`config.mk`:
```
export PLATFORM = sky130hd
export DESIGN_NAME = mem_arbiter
export DESIGN_NICKNAME = d
export VERILOG_FILES = /design/src/rtl/mem_arbiter.sv
export SDC_FILE = /design/constraint.sdc
export NUM_CORES = 1
export LEC_CHECK = 0
export ABC_AREA = 1
export CORE_ASPECT_RATIO = 1.25
export CORE_MARGIN = 2
export CORE_UTILIZATION = 56
export DETAILED_ROUTE_END_ITERATION = 8
export DONT_BUFFER_PORTS = 1
export PLACE_DENSITY = 0.71
export SKIP_CTS_REPAIR_TIMING = 1
export SLEW_MARGIN = 20
export SYNTH_ARGS = -nofsm -noshare
export SYNTH_HDL_FRONTEND = slang
export SYNTH_SLANG_ARGS = --single-unit
```
`constraint.sdc`:
```
create_clock -name clk -period 6.46 [get_ports clk]
set_clock_uncertainty 0.1 [all_clocks]
set_input_delay 0.323 -clock clk [delete_from_list [all_inputs] [get_ports clk]]
set_output_delay 0.323 -clock clk [all_outputs]
set_load 0.05 [all_outputs]
```
`src/rtl/mem_arbiter.sv`:
```
// mem_arbiter: shares one single-port memory between a read-only ibus and a read/write dbus,
// with round-robin or dbus-first arbitration and registered memory-side outputs.
module mem_arbiter #(
    parameter int WIDTH      = 32,
    parameter int FIXED_PRIO = 0
) (
    input  logic             clk,
    input  logic             rst,
    input  logic             ibus_valid,
    input  logic [WIDTH-1:0] ibus_addr,
    output logic [WIDTH-1:0] ibus_rdata,
    output logic             ibus_done,
    input  logic             dbus_valid,
    input  logic [WIDTH-1:0] dbus_addr,
    input  logic [WIDTH-1:0] dbus_wdata,
    input  logic             dbus_wstrobe,
    output logic [WIDTH-1:0] dbus_rdata,
    output logic             dbus_done,
    output logic [WIDTH-1:0] mem_addr,
    output logic [WIDTH-1:0] mem_wdata,
    output logic             mem_wstrobe,
    input  logic [WIDTH-1:0] mem_rdata,
    input  logic             mem_done
);
    typedef enum logic [1:0] {IDLE, GRANT_I, GRANT_D} state_t;
    state_t           state_q, state_d;
    logic             last_d_q, last_d_d;
    logic [WIDTH-1:0] mem_addr_q, mem_addr_d;
    logic [WIDTH-1:0] mem_wdata_q, mem_wdata_d;
    logic             mem_wstrobe_q, mem_wstrobe_d;
    logic [WIDTH-1:0] ibus_rdata_q, ibus_rdata_d;
    logic [WIDTH-1:0] dbus_rdata_q, dbus_rdata_d;
    logic             ibus_done_q, ibus_done_d;
    logic             dbus_done_q, dbus_done_d;
    logic             i_el, d_el, pick_d;
    always_comb begin
        // a requester seeing its done this cycle has not yet dropped valid, so it is masked
        i_el          = ibus_valid && !ibus_done_q;
        d_el          = dbus_valid && !dbus_done_q;
        pick_d        = d_el && (!i_el || (FIXED_PRIO != 0) || !last_d_q);
        state_d       = state_q;
        last_d_d      = last_d_q;
        mem_addr_d    = mem_addr_q;
        mem_wdata_d   = mem_wdata_q;
        mem_wstrobe_d = mem_wstrobe_q;
        ibus_rdata_d  = ibus_rdata_q;
        dbus_rdata_d  = dbus_rdata_q;
        ibus_done_d   = 1'b0;
        dbus_done_d   = 1'b0;
        case (state_q)
            IDLE: begin
                mem_wstrobe_d = 1'b0;
                if (pick_d) begin
                    state_d       = GRANT_D;
                    last_d_d      = 1'b1;
                    mem_addr_d    = dbus_addr;
                    mem_wdata_d   = dbus_wdata;
                    mem_wstrobe_d = dbus_wstrobe;
                end else if (i_el) begin
                    state_d    = GRANT_I;
                    last_d_d   = 1'b0;
                    mem_addr_d = ibus_addr;
                end
            end
            GRANT_I: if (mem_done) begin
                state_d       = IDLE;
                ibus_rdata_d  = mem_rdata;
                ibus_done_d   = 1'b1;
                mem_wstrobe_d = 1'b0;
            end
            GRANT_D: if (mem_done) begin
                state_d       = IDLE;
                dbus_rdata_d  = mem_rdata;
                dbus_done_d   = 1'b1;
                mem_wstrobe_d = 1'b0;
            end
            default: state_d = IDLE;
        endcase
    end
    always_ff @(posedge clk or posedge rst) begin
        if (rst) begin
            state_q       <= IDLE;
            last_d_q      <= 1'b0;
            mem_addr_q    <= '0;
            mem_wdata_q   <= '0;
            mem_wstrobe_q <= 1'b0;
            ibus_rdata_q  <= '0;
            dbus_rdata_q  <= '0;
            ibus_done_q   <= 1'b0;
            dbus_done_q   <= 1'b0;
        end else begin
            state_q       <= state_d;
            last_d_q      <= last_d_d;
            mem_addr_q    <= mem_addr_d;
            mem_wdata_q   <= mem_wdata_d;
            mem_wstrobe_q <= mem_wstrobe_d;
            ibus_rdata_q  <= ibus_rdata_d;
            dbus_rdata_q  <= dbus_rdata_d;
            ibus_done_q   <= ibus_done_d;
            dbus_done_q   <= dbus_done_d;
        end
    end
    assign mem_addr    = mem_addr_q;
    assign mem_wdata   = mem_wdata_q;
    assign mem_wstrobe = mem_wstrobe_q;
    assign ibus_rdata  = ibus_rdata_q;
    assign dbus_rdata  = dbus_rdata_q;
    assign ibus_done   = ibus_done_q;
    assign dbus_done   = dbus_done_q;
endmodule
```
# Word level (Yosys, flattened, before mapping)
# Cells that the tools add are included.
dict set report word_totals {
  regBits 134
  inputBits 134
  output_inout_bits 131
  word_cells 45
}
dict set report classes {
  eq_ne 4
  mux 14
  n_reduce_logical 18
}
# operator n
set op_table {}
lappend op_table {{$mux W32} 2}
lappend op_table {{$reduce_and A2 Y1} 6}
lappend op_table {{$mux W1} 7}
lappend op_table {{$mux W2} 3}
lappend op_table {{$logic_not A1 Y1} 4}
lappend op_table {{$pmux W2 S2} 1}
lappend op_table {{$reduce_bool A2 Y1} 2}
lappend op_table {{$logic_and A1 B1 Y1} 3}
lappend op_table {{$ne A3 B3 Y1 const B} 1}
lappend op_table {{$eq A2 B1 Y1 const B} 1}
lappend op_table {{$eq A2 B2 Y1 const B} 1}
lappend op_table {{$logic_not A2 Y1} 1}
lappend op_table {{$ne A2 B1 Y1 const B} 1}
lappend op_table {{$pmux W1 S2} 1}
lappend op_table {{$reduce_or A2 Y1} 1}
lappend op_table {{$logic_or A1 B1 Y1} 1}

# Logic depth before layout (Yosys ltp)
# Gate-level depths: netlist (run 1).
dict set report depth {
  word_depth 7
  depth_mapped 8
  ltp_nobuf 7
}

# Least setup slack after synthesis (run 1)
# No wires, ideal clock.
dict set report synth_timing {
  kind {register to register}
  from {reg ibus_done_q (netlist: ibus_done)}
  to {reg mem_addr_q[0] (netlist: mem_addr[0])}
  setup_time_ns 0.118
  t_arrival_ns 1.372
  t_required_ns 6.242
  setup_slack_ns 4.870
  path_stages_with_launch 7
  n_path_buf 1
  synth_period_minus_slack_ns 1.590
  cell_sequence {dfrtp_1 -> inv_1 -> nand3_2 -> clkbuf_1 -> nand3_1 -> nand3_1 -> nand2_1}
}
dict set report synth_via {
  elab_chain_len 7
  word_cells_on_any_way 8
  classes_between {1 x mux; 7 x reduce/logical}
}
# element line
set synth_rtl {}
lappend synth_rtl {{start: declaration} 33} ;# logic ibus_done_q, ibus_done_d;
lappend synth_rtl {{start signal: assignment} 99} ;# ibus_done_q <= ibus_done_d;
lappend synth_rtl {{$logic_not A1 Y1 (*)} 38} ;# i_el = ibus_valid && !ibus_done_q;
lappend synth_rtl {{$logic_and A1 B1 Y1 (*)} 38}
lappend synth_rtl {{$logic_not A1 Y1} 40} ;# pick_d = d_el && (!i_el || (FIXED_PRIO != 0) || !last_d_q);
lappend synth_rtl {{$logic_or A1 B1 Y1} 40}
lappend synth_rtl {{$logic_and A1 B1 Y1} 40}
lappend synth_rtl {{$reduce_bool A2 Y1 (no source line)} n/a}
lappend synth_rtl {{$reduce_and A2 Y1 (no source line)} n/a}
lappend synth_rtl {{end signal: assignment} 94} ;# mem_addr_q <= mem_addr_d;
lappend synth_rtl {{end: declaration} 28} ;# logic [WIDTH-1:0] mem_addr_q, mem_addr_d;
# Every way passes the cells marked *; elsewhere a longest branch is shown, timed or not.
# A chain may end at the register's enable or synchronous reset.

# Final worst setup path (run 1)
dict set report layout_timing {
  from {reg ibus_done_q (netlist: ibus_done)}
  to {reg mem_wdata_q[24] (netlist: mem_wdata[24])}
}
dict set report layout_via {
  elab_chain_len 6
}
# element line
set layout_rtl {}
lappend layout_rtl {{$logic_not A1 Y1} 38}
lappend layout_rtl {{$logic_and A1 B1 Y1} 38}
lappend layout_rtl {{$logic_not A1 Y1} 40}
lappend layout_rtl {{$logic_or A1 B1 Y1} 40}
lappend layout_rtl {{$logic_and A1 B1 Y1} 40}
lappend layout_rtl {{$reduce_and A2 Y1 (no source line)} n/a}
lappend layout_rtl {{end signal: assignment} 95} ;# mem_wdata_q <= mem_wdata_d;
lappend layout_rtl {{end: declaration} 29} ;# logic [WIDTH-1:0] mem_wdata_q, mem_wdata_d;
# No other way between the ends.

==> summary.md, run 1 <==
| Metric | Value |
|---|---|
| Outcome | finished, violations left |
| Violated checks | hold timing |
| Vias in the first global route | 4125 |
| Die W | 94.6 µm |
| Seq/Total Area, Yosys | 58.4% |
| Clk pin slew, worst setup/hold paths | 0.06 ns |
| Final nets | 860 |
| Die Y | 117 µm |
| Max stage delay cell, worst path | dfrtp_1 |
| First-pass GRT wire length | 20200 µm |
| First drt pass iteration count | 5 |
| Total grt overflow | 0 |
| Clock Sinks | 134 |
| DR DRC count | 0 |
| Area of the multi-input gates | 0.00179 mm² |
| Largest net degree at the start of global routing | 91 |
| Hold Path Stages | 2 |
| FF+latch area | 0.00335 mm² |
| Critical path fanouts, max | 36 |
| Max_slew headroom | 32.6% |
| Syn Std Cell Area | 0.00574 mm² |
| Final HPWL from detailed placement | 9340 µm |
| Max-Cap Viols | 0 |
| Hold Crit Class | input port to register |
| RSZ-0062 raised after global routing | false |
| Per-cell routed wire length | 16.7 µm |
| Slowest Stage Delay on Critical Path | 0.64 ns |
| Hold slack final | -0.0213 ns |
| Commonest non-fill, non-tap cell in the layout | nand2_1 |
| Final hold violations | 14 |
| YS warnings | 0 |
| Max Fclk | 359 MHz |
| Syn Nets | 824 |
| Setup Crit Path Kind | register to register |
| Worst slew pin tran | 1.01 ns |
| Area grow syn2layout | 18.5% |
| Routed WL | 14500 µm |
| Longest Clk Path Bufs | 2 |
| Clock buffer count from CTS | 17 |
| Port bufs | 0 |
| Total global-route track usage | 24.0% |
| Crit path cell chain | inv_1 -> nand3_2 -> nand3_4 -> inv_2 -> nand2_1 -> nand2_1 |
| Initial antenna violation count | 0 |
| DR iter-0 viols | 219 |
| Syn Area/Cell | 8.36 µm² |
| Latest clock arrival within the worst-skew pair | 0.40 ns |
| Max-slew violations | 0 |
| Final period utilization | 43.2% |
| Library cells used by synthesis | 17 |
| Mapped Cells | 687 |
| #FFs+latches synth | 134 |
| Share of layout cells above drive strength 1 | 6.39% |
| Starting Density | 57.1% |
| CP most frequent cell | nand2_1 |
| GPL Wtd Cong | 0.800 |
| H-Tree Depth | 4 |
| WP data required | 6.70 ns |
| Ant diodes | 0 |
| CP Capture Type | register |
| Die area | 0.0111 mm² |
| Via/cell ratio | 5.32 |
| Setup TNS | 0 ns |
| CTS root buffer | clkbuf_16 |
| Worst setup SP type | register |
| Commonest non-fill, non-tap cells in the layout | nand2_1 (265), dfrtp_1 (134), inv_1 (103), o21ai_0 (67), nand3_1 (66) |
| CTS tree | yes |
| Core Footprint | 0.0101 mm² |
| Post-DRT Antenna Nets | 0 |
| Io pins | 265 |
| Cells on worst reg2reg path | 6 |
| Post-layout min period | 2.79 ns |
| # rows | 41 |
| # fillers | 807 |
| Vias | 4605 |
| Setup-failing EPs final | 0 |
| CP arrival | 3.03 ns |
## cell families after synthesis
| kind of cell | synth area share (%) |
|---|---|
| and+or+nand+nor | 24.3 |
| buffers and inverters | 10.5 |
| DFF | 58.4 |
| adders and majority gates | 0.654 |
| AOI/OAI and AO/OA | 6.12 |
## Yosys cell counts
cell type  number  area, µm²
a21oi_4         1       16.3
buf_2          10       50.1
buf_4           9       67.6
buf_6           3       33.8
clkbuf_1       13       48.8
dfrtp_1       134       3350
ha_1            3       37.5
inv_1         104        390
inv_2           4       15.0
nand2_1       268       1010
nand2_2         1       6.26
nand3_1        66        330
nand3_2         1       10.0
nand3_4         1       17.5
nor2_8          1       20.0
o21ai_0        67        335
or2_2           1       6.26
## worst paths after layout
kind | slack (ns) | start | to
worst max-delay path | 3.67 | ibus_done | mem_wdata[24]
worst min-delay path | -0.02 | mem_rdata[18] | dbus_rdata[18]
worst max register to register | 3.67 | ibus_done | mem_wdata[24]
worst min register to register | 0.43 | state_q[0] | state_q[0]
max in group asynchronous | 4.81 | rst | dbus_rdata[24]
min in group asynchronous | 0.32 | rst | mem_wdata[29]
## cell type report
type	count	area share (%)
clock inverters	15	2.11
flip-flops and latches	134	49.2
repair buffers	52	7.66
multi-input cells	410	26.3
inverters	108	6.03
clock buffers	17	6.25
well taps	129	2.37
## worst max-delay path: cells and delay by family (launching register included)
kind,cells,cell delay [ns]
and+or+nand+nor,4,1.29
buffers and inverters,2,0.68
DFF,1,0.64
## flip-flops by register name (all words and copies together), names as in the netlist, 2 cells and up
register    flops
mem_addr       32
mem_wdata      32
dbus_rdata     32
ibus_rdata     32
state_q         2
## stage by stage
stage / utilization (%) / setup WS [ns] / hold slack (ns) / instances / area [µm²]
floorplan: - / 2.45 / 0.333 / 687 / 5740
global placement: 56.9 / 3.56 / 0.111 / 782 / 5720
detailed placement: 56.9 / 3.51 / 0.115 / 782 / 5720
CTS: 62.6 / 3.50 / -0.322 / 814 / 6290
global route: 67.7 / 3.50 / 0.000840 / 865 / 6810
finish: 67.7 / 3.67 / -0.0213 / 865 / 6810
## layer usage
metal / GRT usage, % / wire length [µm] / up-vias
li1: - / - / 2153
met1: 26.2 / 5140 / 2200
met2: 41.3 / 7590 / 226
met3: 9.35 / 1400 / 26
met4: 10.6 / 334 / 0
met5: 0 / 0 / -
Power of run 1 is not shown: default switching activity piles up to over one toggle a cycle in this logic, so the estimate is an artifact.
==> run 2, diff against run 1 <==
- clock period: 6.46 -> 2.67 ns (I/O delays scaled with it)
==> run 2 against run 1 <==
Register-to-register slack lost 3.5 ns. Critical path depth grew 1. Fmax up 10%. Sequential share of layout area is 6.0 points lower. Die area did not move. Cell count up 11%. Non-clock buffer count grew 91. First-iteration DRC count grew 69%. Clock-buffer cell count increased by 1. Via count is 13% higher. The run now ends clean.
==> summary.md, run 2 (synthesis results as in run 1) <==
| Metric | Value |
|---|---|
| # rows | 41 (unchanged) |
| Setup-failing EPs final | 0 (unchanged) |
| Commonest non-fill, non-tap cells in the layout | nand2_1 (266), dfrtp_1 (134), dlygate4sd3_1 (132), inv_1 (103), o21ai_0 (67) |
| Max Fclk | 396 MHz (+10%) |
| Routed WL | 16900 µm (+17%) |
| Hold Path Stages | 4 (+2) |
| Post-DRT Antenna Nets | 0 (unchanged) |
| Longest Clk Path Bufs | 2 (unchanged) |
| CTS root buffer | clkbuf_16 |
| Worst setup SP type | register |
| Cell Area, Placed | 0.00582 mm² (+1.7%) |
| Setup TNS | 0 ns (unchanged) |
| Area grow syn2layout | 35.0% |
| Non-Filler Instances | 956 (+11%) |
| Total global-route track usage | 24.2% (+0.25 points) |
| Clk pin slew, worst setup/hold paths | 0.06 ns (about the same) |
| Inst Count DP | 792 (+1.3%) |
| CTS tree | yes |
| Max-slew violations | 0 (unchanged) |
| Io pins | 265 (unchanged) |
| Initial antenna violation count | 0 (unchanged) |
| CP Depth | 7 (+1) |
| Core Footprint | 0.0101 mm² (unchanged) |
| Commonest non-fill, non-tap cell in the layout | nand2_1 |
| Largest net degree at the start of global routing | 103 (+13%) |
| DR DRC count | 0 (unchanged) |
| Crit path cell chain | inv_2 -> nand2_2 -> a21oi_4 -> buf_4 -> nand3_1 -> dlygate4sd3_1 -> nand2_1 |
| Setup Crit Path Kind | register to register |
| DR iter-0 viols | 370 (+69%) |
| Latest clock arrival within the worst-skew pair | 0.41 ns (about the same) |
| Critical path fanouts, max | 25 (-31%) |
| CP Capture Type | register |
| Hold slack final | 0.00364 ns (+0.0249 ns) |
| WP data required | 2.91 ns (-3.79 ns) |
| Vias in the first global route | 4180 (+1.3%) |
| Final nets | 951 (+11%) |
| Max_slew headroom | 51.3% (+19 points) |
| First-pass GRT wire length | 20200 µm (-0.31%) |
| Cells on worst reg2reg path | 7 (+1) |
| Max stage delay cell, worst path | dfrtp_1 |
| CP Buf/Inv Count | 3 (+1) |
| Ant diodes | 0 (unchanged) |
| Per-cell routed wire length | 17.6 µm (+5.4%) |
| First drt pass iteration count | 5 (unchanged) |
| Worst slew pin tran | 0.731 ns (-0.277 ns) |
| Slowest Stage Delay on Critical Path | 0.66 ns (+0.02 ns) |
| Via/cell ratio | 5.42 (+1.9%) |
| Outcome | completed |
| Final Core Density | 77.1% (+9.4 points) |
| Clock Sinks | 134 (unchanged) |
| Max-Cap Viols | 0 (unchanged) |
| RSZ-0062 raised after global routing | false |
| Starting Density | 57.1% (unchanged) |
| Final Instance Area | 0.00776 mm² (+14%) |
| Die W | 94.6 µm (unchanged) |
| GPL Wtd Cong | 0.791 (-1.2%) |
| Clock buffer count from CTS | 17 (unchanged) |
| Die Y | 117 µm (unchanged) |
| Share of layout cells above drive strength 1 | 6.77% (+0.39 points) |
| Final period utilization | 94.6% (+51 points) |
| Die area | 0.0111 mm² (unchanged) |
| Hold Crit Class | input port to register |
| Final HPWL from detailed placement | 9390 µm (+0.52%) |
| Post-layout min period | 2.52 ns (-0.265 ns) |
| Delay-heaviest family, CP | buffers and inverters |
| CP arrival | 2.77 ns (-0.26 ns) |
| Final hold violations | 0 (-14) |
| Total grt overflow | 0 (unchanged) |
| Peak VDD IR | 0.000894 V |
| H-Tree Depth | 4 (unchanged) |
| Port bufs | 0 (unchanged) |
| Vias | 5184 (+13%) |
| Power Density | 1510 mW/mm² |
| Cell leakage power | 4.10 nW |
==> run 2: power breakdown <==
group	switching (W)	internal [W]
sequential	0.00408	0.00292
clock	0.000894	0.00150
combinational	0.00136	0.000950
==> run 2: path summary, 6_finish.rpt <==
path | slack (ns) | end | from
hold reg to reg | 0.40 | last_d_q | last_d_q
max in group asynchronous | 1.77 | dbus_rdata[6] | rst
min in group asynchronous | 0.25 | mem_addr[25] | rst
setup reg to reg | 0.15 | mem_addr[10] | dbus_done
setup / recovery | 0.15 | mem_addr[10] | dbus_done
hold / removal | 0.004 | state_q[1] | dbus_valid
==> run 2: area by class of cell <==
class                           instances  area, µm²
Timing Repair Buffer                  143       1430
Tap cell                              129        161
Inverter                              108        409
Clock buffer                           18        439
Fill cell                             611       2300
Sequential cell                       134       3350
Clock inverter                         14        174
Multi-Input combinational cell        410       1790
==> run 2: layer usage <==
layer | track usage, % | part of all wire [%] | vias to the layer above
met1 | 27.2 | 35 | 2460
met4 | 11.4 | 3.5 | 0
met2 | 40.3 | 52 | 326
met3 | 9.92 | 9.8 | 60
met5 | 0 | 0 | -
li1 | - | - | 2338
==> run 2: metrics by stage <==
step,setup WS [ns],total power (W)
after floorplan,0.771,0.00828
after global placement,0.762,0.00872
after detailed placement,0.726,0.00885
after CTS,0.703,0.0112
after global routing,0.0545,0.0122
final,0.145,0.0117
==> run 2: worst reg2reg max path: stages, from the launching register on <==
cell,delay [ns]
dfrtp_1,0.66
inv_2,0.15
nand2_2,0.09
a21oi_4,0.32
buf_4,0.35
nand3_1,0.11
dlygate4sd3_1,0.59
nand2_1,0.09
No activity file was read; power rests on OpenSTA's default activity.
==> run 3, diff against run 2 <==
- GPL_ROUTABILITY_DRIVEN: unset -> 0
- HOLD_SLACK_MARGIN: unset -> 0.03
- clock period: 2.67 -> 2.7 ns (I/O delays scaled with it)
==> run 3 against run 2 <==
Critical path depth did not move. Die area did not move. Utilization fell by 0.45 points. Flip-flop and latch count did not move. Worst hold slack improved by 0.080 ns. Via count fell by 0.60%. Sequential share of layout area rose by 0.25 points. Design area fell by 0.58%. Fmax fell by 0.60%. Cell count rose by 0.42%. Non-clock buffer count rose by 4. Critical endpoint is now mem_addr[8].
==> summary.md, run 3 (synthesis results as in run 1) <==
| Metric | Value |
|---|---|
| RR Endpoint | mem_addr[8] |
| H-Tree Depth | 4 (unchanged) |
| Commonest non-fill, non-tap cells in the layout | nand2_1 (266), dfrtp_1 (134), dlygate4sd3_1 (134), inv_1 (103), o21ai_0 (67) |
| Setup-failing EPs final | 0 (unchanged) |
| First drt pass iteration count | 5 (unchanged) |
| Cells on worst reg2reg path | 7 (unchanged) |
| Area grow syn2layout | 34.2% |
| Max Fclk | 394 MHz (-0.60%) |
| Max-slew violations | 0 (unchanged) |
| Initial antenna violation count | 0 (unchanged) |
| Longest Clk Path Bufs | 2 (unchanged) |
| WP data required | 2.94 ns (+0.03 ns) |
| Crit path cell chain | inv_2 -> nand2_2 -> a21oi_4 -> buf_4 -> nand3_1 -> dlygate4sd3_1 -> nand2_1 |
| Peak VDD IR | 0.000841 V (-5.9%) |
| Reg2reg start | dbus_done |
| Final period utilization | 94.1% (-0.48 points) |
| Min-delay src | ibus_valid |
| Port bufs | 0 (unchanged) |
| Share of layout cells above drive strength 1 | 6.86% (+0.088 points) |
| CP Depth | 7 (unchanged) |
| Final Instance Area | 0.00771 mm² (-0.58%) |
| RSZ-0062 raised after global routing | false |
| Commonest non-fill, non-tap cell in the layout | nand2_1 |
| Worst setup SP type | register |
| Starting Density | 57.1% (unchanged) |
| Ant diodes | 0 (unchanged) |
| First-pass GRT wire length | 20300 µm (+0.61%) |
| Delay-heaviest family, CP | buffers and inverters |
| Slowest Stage Delay on Critical Path | 0.66 ns (about the same) |
| Outcome | completed |
| Final hold violations | 0 (unchanged) |
| # fillers | 626 (+2.5%) |
| Total grt overflow | 0 (unchanged) |
| Worst Hold Endpoint | last_d_q |
| Via/cell ratio | 5.37 (-1.0%) |
| Routed WL | 16400 µm (-3.0%) |
| Per-cell routed wire length | 17.0 µm (-3.4%) |
| Final HPWL from detailed placement | 9700 µm (+3.3%) |
| Core Footprint | 0.0101 mm² (unchanged) |
| Total global-route track usage | 24.1% (-0.16 points) |
| Clk pin slew, worst setup/hold paths | 0.06 ns (about the same) |
| Die area | 0.0111 mm² (unchanged) |
| Hold Path Stages | 3 (-1) |
| Setup Crit Path Kind | register to register |
| Cell leakage power | 4.07 nW (-0.66%) |
| CP Capture Type | register |
| R2R Setup Slk | 0.16 ns (about the same) |
| Clock buffer count from CTS | 17 (unchanged) |
| Final nets | 955 (+0.42%) |
| Power Density | 1460 mW/mm² (-3.2%) |
| Clock Sinks | 134 (unchanged) |
| Vias in the first global route | 4194 (+0.33%) |
| Largest net degree at the start of global routing | 87 (-16%) |
| Critical path fanouts, max | 24 (-4.0%) |
| Io pins | 265 (unchanged) |
| # rows | 41 (unchanged) |
| Max stage delay cell, worst path | dfrtp_1 |
| DR iter-0 viols | 263 (-29%) |
| Vias | 5153 (-0.60%) |
| CP Buf/Inv Count | 3 (unchanged) |
| Max-Cap Viols | 0 (unchanged) |
| Post-layout min period | 2.54 ns (+0.0153 ns) |
| Die W | 94.6 µm (unchanged) |
| Post-DRT Antenna Nets | 0 (unchanged) |
| Die Y | 117 µm (unchanged) |
| Cell Area, Placed | 0.00584 mm² (+0.26%) |
| Setup TNS | 0 ns (unchanged) |
| Max_slew headroom | 51.2% (-0.067 points) |
| Hold Crit Class | input port to register |
| CTS root buffer | clkbuf_16 |
| CTS tree | yes |
| CP arrival | 2.78 ns (about the same) |
| DR DRC count | 0 (unchanged) |
| Worst slew pin tran | 0.732 ns (+0.00100 ns) |
| Latest clock arrival within the worst-skew pair | 0.40 ns (about the same) |
run 3: changes by cell type in the layout (fill, tap and decap cells not counted), sizes merged:
cell         delta
clkinv          +1
buf             +2
dlygate4sd3     +2
bufinv          -3
clkinvlp        +2
run 3: area by class of cell:
class                      instances  area, µm²  area share (%)
inverter                         108        409            5.31
clock buffer                      18        429            5.57
tap                              129        161            2.09
timing repair buffer             147       1460            19.0
sequential                       134       3350            43.5
clock inverter                    14        104            1.35
multi-input combinational        410       1790            23.2
run 3: metrics by stage:
stage                     worst slack [ns]  hold WS [ns]  total power [W]  utilization, %  instances
after floorplan                      0.800         0.145          0.00819               -        687
after global placement               0.772       -0.0579          0.00863            58.1        794
after detailed placement             0.747       -0.0556          0.00876            58.1        794
after CTS                            0.731        -0.493           0.0108            63.4        826
after global routing                0.0594         0.101           0.0118            76.7        960
final                                0.160        0.0840           0.0113            76.7        960
run 3: tightest hold or removal path: stages:
cell and delay (ns):
nand3_2 0.22, nand3_4 0.13, nand2_1 0.07
run 3: how the worst max path moves through the flow:
stage / start / to / slack [ns]
detailed placement: dbus_done / mem_addr[5] / 0.75
CTS: dbus_done / mem_addr[5] / 0.73
finish: dbus_done / mem_addr[8] / 0.16
global route: dbus_done / mem_addr[7] / 0.06
floorplan: rst / dbus_done / 0.80
global placement: dbus_done / mem_addr[14] / 0.77
run 3: power breakdown:
| group | leakage (nW) | internal [W] | switching, W |
|---|---|---|---|
| Sequential | 1.67 | 0.00289 | 0.00404 |
| Clock | 0.245 | 0.00118 | 0.000886 |
| Combinational | 2.16 | 0.000959 | 0.00132 |
run 3: per-layer routing:
metal  vias to the layer above  GRT usage, %  wire length [µm]
met2                       313          40.7              8510
met4                         0          10.4               506
li1                       2344             -                 -
met1                      2449          25.7              5670
met3                        47          11.7              1660
met5                         -             0                 0
